--- config.mk ---
export PLATFORM = sky130hd
export DESIGN_NAME = rca_seq_ctrl
export DESIGN_NICKNAME = d
export VERILOG_FILES = /design/src/rtl/rca_seq_ctrl.sv
export SDC_FILE = /design/constraint.sdc
export NUM_CORES = 1
export LEC_CHECK = 0
export CAP_MARGIN = 20
export CORE_MARGIN = 8
export CORE_UTILIZATION = 52
export CTS_CLUSTER_SIZE = 25
export DETAILED_ROUTE_END_ITERATION = 6
export GPL_ROUTABILITY_DRIVEN = 0
export PLACE_DENSITY_LB_ADDON = 0.05
export SLEW_MARGIN = 20
export SYNTH_ARGS = -nofsm -noshare
export SYNTH_HDL_FRONTEND = slang
export SYNTH_SLANG_ARGS = --single-unit
--- constraint.sdc ---
create_clock -name clk -period 2.1 [get_ports clk]
set_input_delay 0.63 -clock clk [delete_from_list [all_inputs] [get_ports clk]]
set_output_delay 0.63 -clock clk [all_outputs]
set_load 0.05 [all_outputs]
--- src/rtl/rca_seq_ctrl.sv ---
// Multi-cycle wide add/subtract sequencer that drives one DW-bit ripple-carry slice,
// least-significant digit first, with a registered inter-digit carry.
//
// state | meaning
// IDLE  | waiting for a request; req_ready high
// RUN   | one digit per clock through the slice, NW clocks total
// DONE  | result presented; held until res_ready
module rca_seq_ctrl #(
    parameter int DW = 4,
    parameter int NW = 4
) (
    input  logic                 clk,
    input  logic                 rst_n,
    input  logic                 req_valid,
    output logic                 req_ready,
    input  logic [DW*NW-1:0]     req_a,
    input  logic [DW*NW-1:0]     req_b,
    input  logic                 req_cin,
    input  logic                 req_sub,
    output logic                 res_valid,
    input  logic                 res_ready,
    output logic [DW*NW-1:0]     res_sum,
    output logic                 res_cout,
    output logic                 res_ovf,
    output logic                 busy
);

    localparam int W  = DW * NW;
    localparam int CW = (NW > 1) ? $clog2(NW) : 1;
    localparam logic [CW-1:0] LAST = CW'(NW - 1);

    typedef enum logic [1:0] {
        IDLE = 2'd0,
        RUN  = 2'd1,
        DONE = 2'd2
    } state_t;

    state_t          state_q, state_d;
    logic [W-1:0]    a_q, a_d;
    logic [W-1:0]    b_q, b_d;
    logic            carry_q, carry_d;
    logic [CW-1:0]   cnt_q, cnt_d;
    logic [W-DW-1:0] acc_q, acc_d;
    logic [W-1:0]    sum_q, sum_d;
    logic            cout_q, cout_d;
    logic            ovf_q, ovf_d;

    logic [DW:0]     slice_full;
    logic [DW-1:0]   slice_s;
    logic            slice_co;
    logic            slice_msb_cin;

    // The shared narrow adder: low digit of each operand plus the registered carry.
    assign slice_full    = {1'b0, a_q[DW-1:0]} + {1'b0, b_q[DW-1:0]} + {{DW{1'b0}}, carry_q};
    assign slice_s       = slice_full[DW-1:0];
    assign slice_co      = slice_full[DW];
    assign slice_msb_cin = a_q[DW-1] ^ b_q[DW-1] ^ slice_s[DW-1];

    always_ff @(posedge clk or negedge rst_n) begin
        if (!rst_n) begin
            state_q <= IDLE;
            a_q     <= '0;
            b_q     <= '0;
            carry_q <= 1'b0;
            cnt_q   <= '0;
            acc_q   <= '0;
            sum_q   <= '0;
            cout_q  <= 1'b0;
            ovf_q   <= 1'b0;
        end else begin
            state_q <= state_d;
            a_q     <= a_d;
            b_q     <= b_d;
            carry_q <= carry_d;
            cnt_q   <= cnt_d;
            acc_q   <= acc_d;
            sum_q   <= sum_d;
            cout_q  <= cout_d;
            ovf_q   <= ovf_d;
        end
    end

    always_comb begin
        state_d = state_q;
        a_d     = a_q;
        b_d     = b_q;
        carry_d = carry_q;
        cnt_d   = cnt_q;
        acc_d   = acc_q;
        sum_d   = sum_q;
        cout_d  = cout_q;
        ovf_d   = ovf_q;

        case (state_q)
            IDLE: begin
                if (req_valid) begin
                    a_d     = req_a;
                    b_d     = req_sub ? ~req_b : req_b;
                    carry_d = req_sub ? 1'b1 : req_cin;
                    cnt_d   = '0;
                    state_d = RUN;
                end
            end
            RUN: begin
                acc_d   = {slice_s, acc_q[W-DW-1:DW]};
                a_d     = a_q >> DW;
                b_d     = b_q >> DW;
                carry_d = slice_co;
                cnt_d   = cnt_q + CW'(1);
                if (cnt_q == LAST) begin
                    // Result outputs only move here, so they never show a partial sum.
                    sum_d   = {slice_s, acc_q};
                    cout_d  = slice_co;
                    ovf_d   = slice_msb_cin ^ slice_co;
                    state_d = DONE;
                end
            end
            DONE: begin
                if (res_ready) begin
                    state_d = IDLE;
                end
            end
            default: state_d = IDLE;
        endcase
    end

    assign req_ready = (state_q == IDLE);
    assign res_valid = (state_q == DONE);
    assign busy      = (state_q == RUN) || (state_q == DONE);
    assign res_sum   = sum_q;
    assign res_cout  = cout_q;
    assign res_ovf   = ovf_q;

endmodule

==> results.yml <==
floorplan:
  pin_count: 59
  core_region_area_um2: 5960
  fp.dieH_um: 94.5
  rows: 28
  die_w_um: 94.5
  fp.dieArea_um2: 8930
  start_util_pct: 53.8
cells_and_area:
  num-fill-cells: 481
  syn2layout_area_growth_pct: 28.5
  num_antenna_cells: 0
  finalNonFillerCells: 429
  final_area_um2: 4120
  layout_common_cells: "67 x dfrtp_1, 42 x nand2_1, 36 x clkdlybuf4s50_1, 24 x o21ai_1, 24 x buf_4"
  final_nets: 397
  final_common_cell: "dfrtp_1"
  layout-drive-gt1-share_pct: 22.6
worst_hold_path:
  hold_path_class: "primary input to async pin"
clocking:
  ctsResizeCount: 0
  ctsHoldBuffers: 0
  htree_levels: 3
  clkSinkCount: 67
  path_clk_slew_ps: 80
  worstSkewPairLatency_ps: 340
  cts_root_buf: "clkbuf_8"
  max-clock-path-buffers: 2
  postCtsSetupRepairBufs: 0
  numCtsBuffers: 9
  cts_tree: "yes"
sta:
  setup-violations-final: 0
  tightest_slew_ps: 458
  final-max-slew-violation-count: 0
  timing.slew.headroom_pct: 69.4
  fmax_mhz: 499
  period_needed_ps: 2010
  setup_tns_ps: 0
  hold_violations: 0
  skew_ps: 11.7
  rsz0062_at_grt: "no"
  timing.final.crit_share_pct: 95.5
detailed_routing:
  top_layer_used: "met4"
  first_iter_violations: 92
  drc: 0
  drt-met1-wl_mm: 2.84
  wl_met2_mm: 2.94
  wire_per_inst_um: 14.5
  dr.pass1.iters: 4
  ant_nets: 0
  avgViaCountPerCell: 5.00
  totalWireLength_mm: 6.23
  dr_wl_met3_um: 345
  dr_total_vias: 2147
power_and_ir_drop:
  power.leakage_nw: 1.86
  clkPwrFrac_pct: 17.6
  finalPower_mw: 7.14
  switching_share_pct: 40.7
  p_seq_share_pct: 31.7
  internal-power_mw: 4.23
  p_sw_mw: 2.91
  pwr_density_cell_nw_per_um2: 1730
  ir_drop_v: 0.00143
  power_frac_comb_pct: 50.8
global_routing:
  grt_pass1_wl_mm: 10.7
  grt_overflow: 0
  antenna_found_initial: 0
  grt_pass1_vias: 2318
  grt_usage_pct: 15.2
  grt_start_max_net_pins: 39
worst_setup_path:
  cp.arrival_ps: 1380
  path_cells: "inv_1 -> ha_1 -> buf_12"
  critPathSlowestCell: "dfrtp_1"
  worstSetupEndpointType: "output pin"
  worstSetupPathType: "register to output pin"
  cp_data_required_time_ps: 1470
  startpoint_type: "register"
  cp_max_fo: 4
  worst_path_largest_cell_delay_ps: 410
  ff2ff_setup_slack_ps: 240
yosys:
  synth_fa_ha_area_share_pct: 4.37
  synthCells: 288
  synth_area_um2: 3200
  synth_area_per_cell_um2: 11.1
  synth-xor-area-share_pct: 5.19
  yosysSeqAreaShare_pct: 52.3
  synth_edf_count: 0
  muxShareOfSynthArea_pct: 12.2
  syn_nets: 336
  yosys_warnings: 0
  ys.flop_type: "dfrtp_1"
  async_flop_share_pct: 100
  ys_ff_latch: 67
  synth_compound_area_share_pct: 13.0
  yosys.area_share.simple_pct: 8.28
  synth_top_family_by_area: "compound AO/OA/AOI/OAI gates"
  ys_types: 32
place:
  port_buffers: 58
  place_area_um2: 3880
  hpwl_mm: 4.55
  dp.cells: 413
status:
  run_status: "finished, final reports clean"
flow_run:
  maxCapViolCount: 0
-- final cells by class --
class / instances / area (um2) / share of cell area, %
clock buffers: 13 / 169 / 4.10
well taps: 75 / 93.8 / 2.28
flip-flops and latches: 67 / 1680 / 40.7
clock inverters: 3 / 68.8 / 1.67
multi-input cells: 194 / 1390 / 33.8
inverters: 9 / 33.8 / 0.820
repair buffers: 68 / 686 / 16.6
-- per-stage QoR --
step / util (%) / hold slack, ps / worst slack [ps]
floorplan: - / 334 / 319
global placement: 65.2 / 462 / 156
detailed placement: 65.2 / 473 / 110
CTS: 69.2 / 317 / 67.0
global route: 69.2 / 338 / 21.2
finish: 69.2 / 314 / 94.5
-- routing by layer --
| metal | track usage (%) | up-vias |
|---|---|---|
| li1 | - | 1093 |
| met1 | 18.5 | 1000 |
| met2 | 24.4 | 46 |
| met3 | 3.81 | 8 |
| met4 | 8.19 | 0 |
| met5 | 0 | - |
-- sequential cells by signal, summed over array words and instances, names as in the netlist --
name	flops
acc_q	12
res_ovf	1
b_q	16
carry_q	1
res_cout	1
a_q	16
res_sum	16
state_q	2
cnt_q	2
-- logic make-up after synthesis --
family,Yosys count
flops,67
mux,36
fa+ha+maj,10
simple gates,64
xor+xnor,19
compound gates,65
buf+inv,27
-- worst max-delay path, delay by kind of cell, from the launching register on --
family | cells | cell delay [ps]
flops | 1 | 410
fa+ha+maj | 1 | 340
buf+inv | 2 | 290
-- power groups by stage --
stage,registers (mW),logic [mW],clock network [mW]
6_report,2.26,3.63,1.25
5_1_grt,2.35,3.97,1.34
4_1_cts,2.27,3.69,1.28
3_5_place_dp,2.30,3.67,0
3_3_place_gp,2.27,3.58,0
2_1_floorplan,2.72,2.14,0
-- final timing paths --
path / from / to / cells after the start
max reg2reg: a_q[0] / carry_q / 7
min: rst_n / res_ovf / 2
min in group clk: res_sum[14] / res_sum[14] / 2
max: state_q[0] / req_ready / 3
max in group asynchronous: rst_n / b_q[9] / 2
min reg2reg: res_sum[14] / res_sum[14] / 2
-- synth_stat cells, drive strengths merged (2+ instances only) --
cell type | count | area, um2
a31oi | 4 | 25.0
mux2i | 14 | 140
o31ai | 4 | 50.1
nand2b | 2 | 12.5
inv | 9 | 33.8
mux2 | 22 | 251
a21oi | 13 | 76.3
nor2b | 4 | 25.0
o21ai | 38 | 194
fa | 2 | 40.0
a21o | 2 | 15.0
clkbuf | 2 | 7.51
buf | 16 | 105
xnor2 | 18 | 158
ha | 8 | 100
nor2 | 13 | 48.8
dfrtp | 67 | 1680
nand2 | 43 | 164
Note: power is estimated with default switching activity, not from simulation.
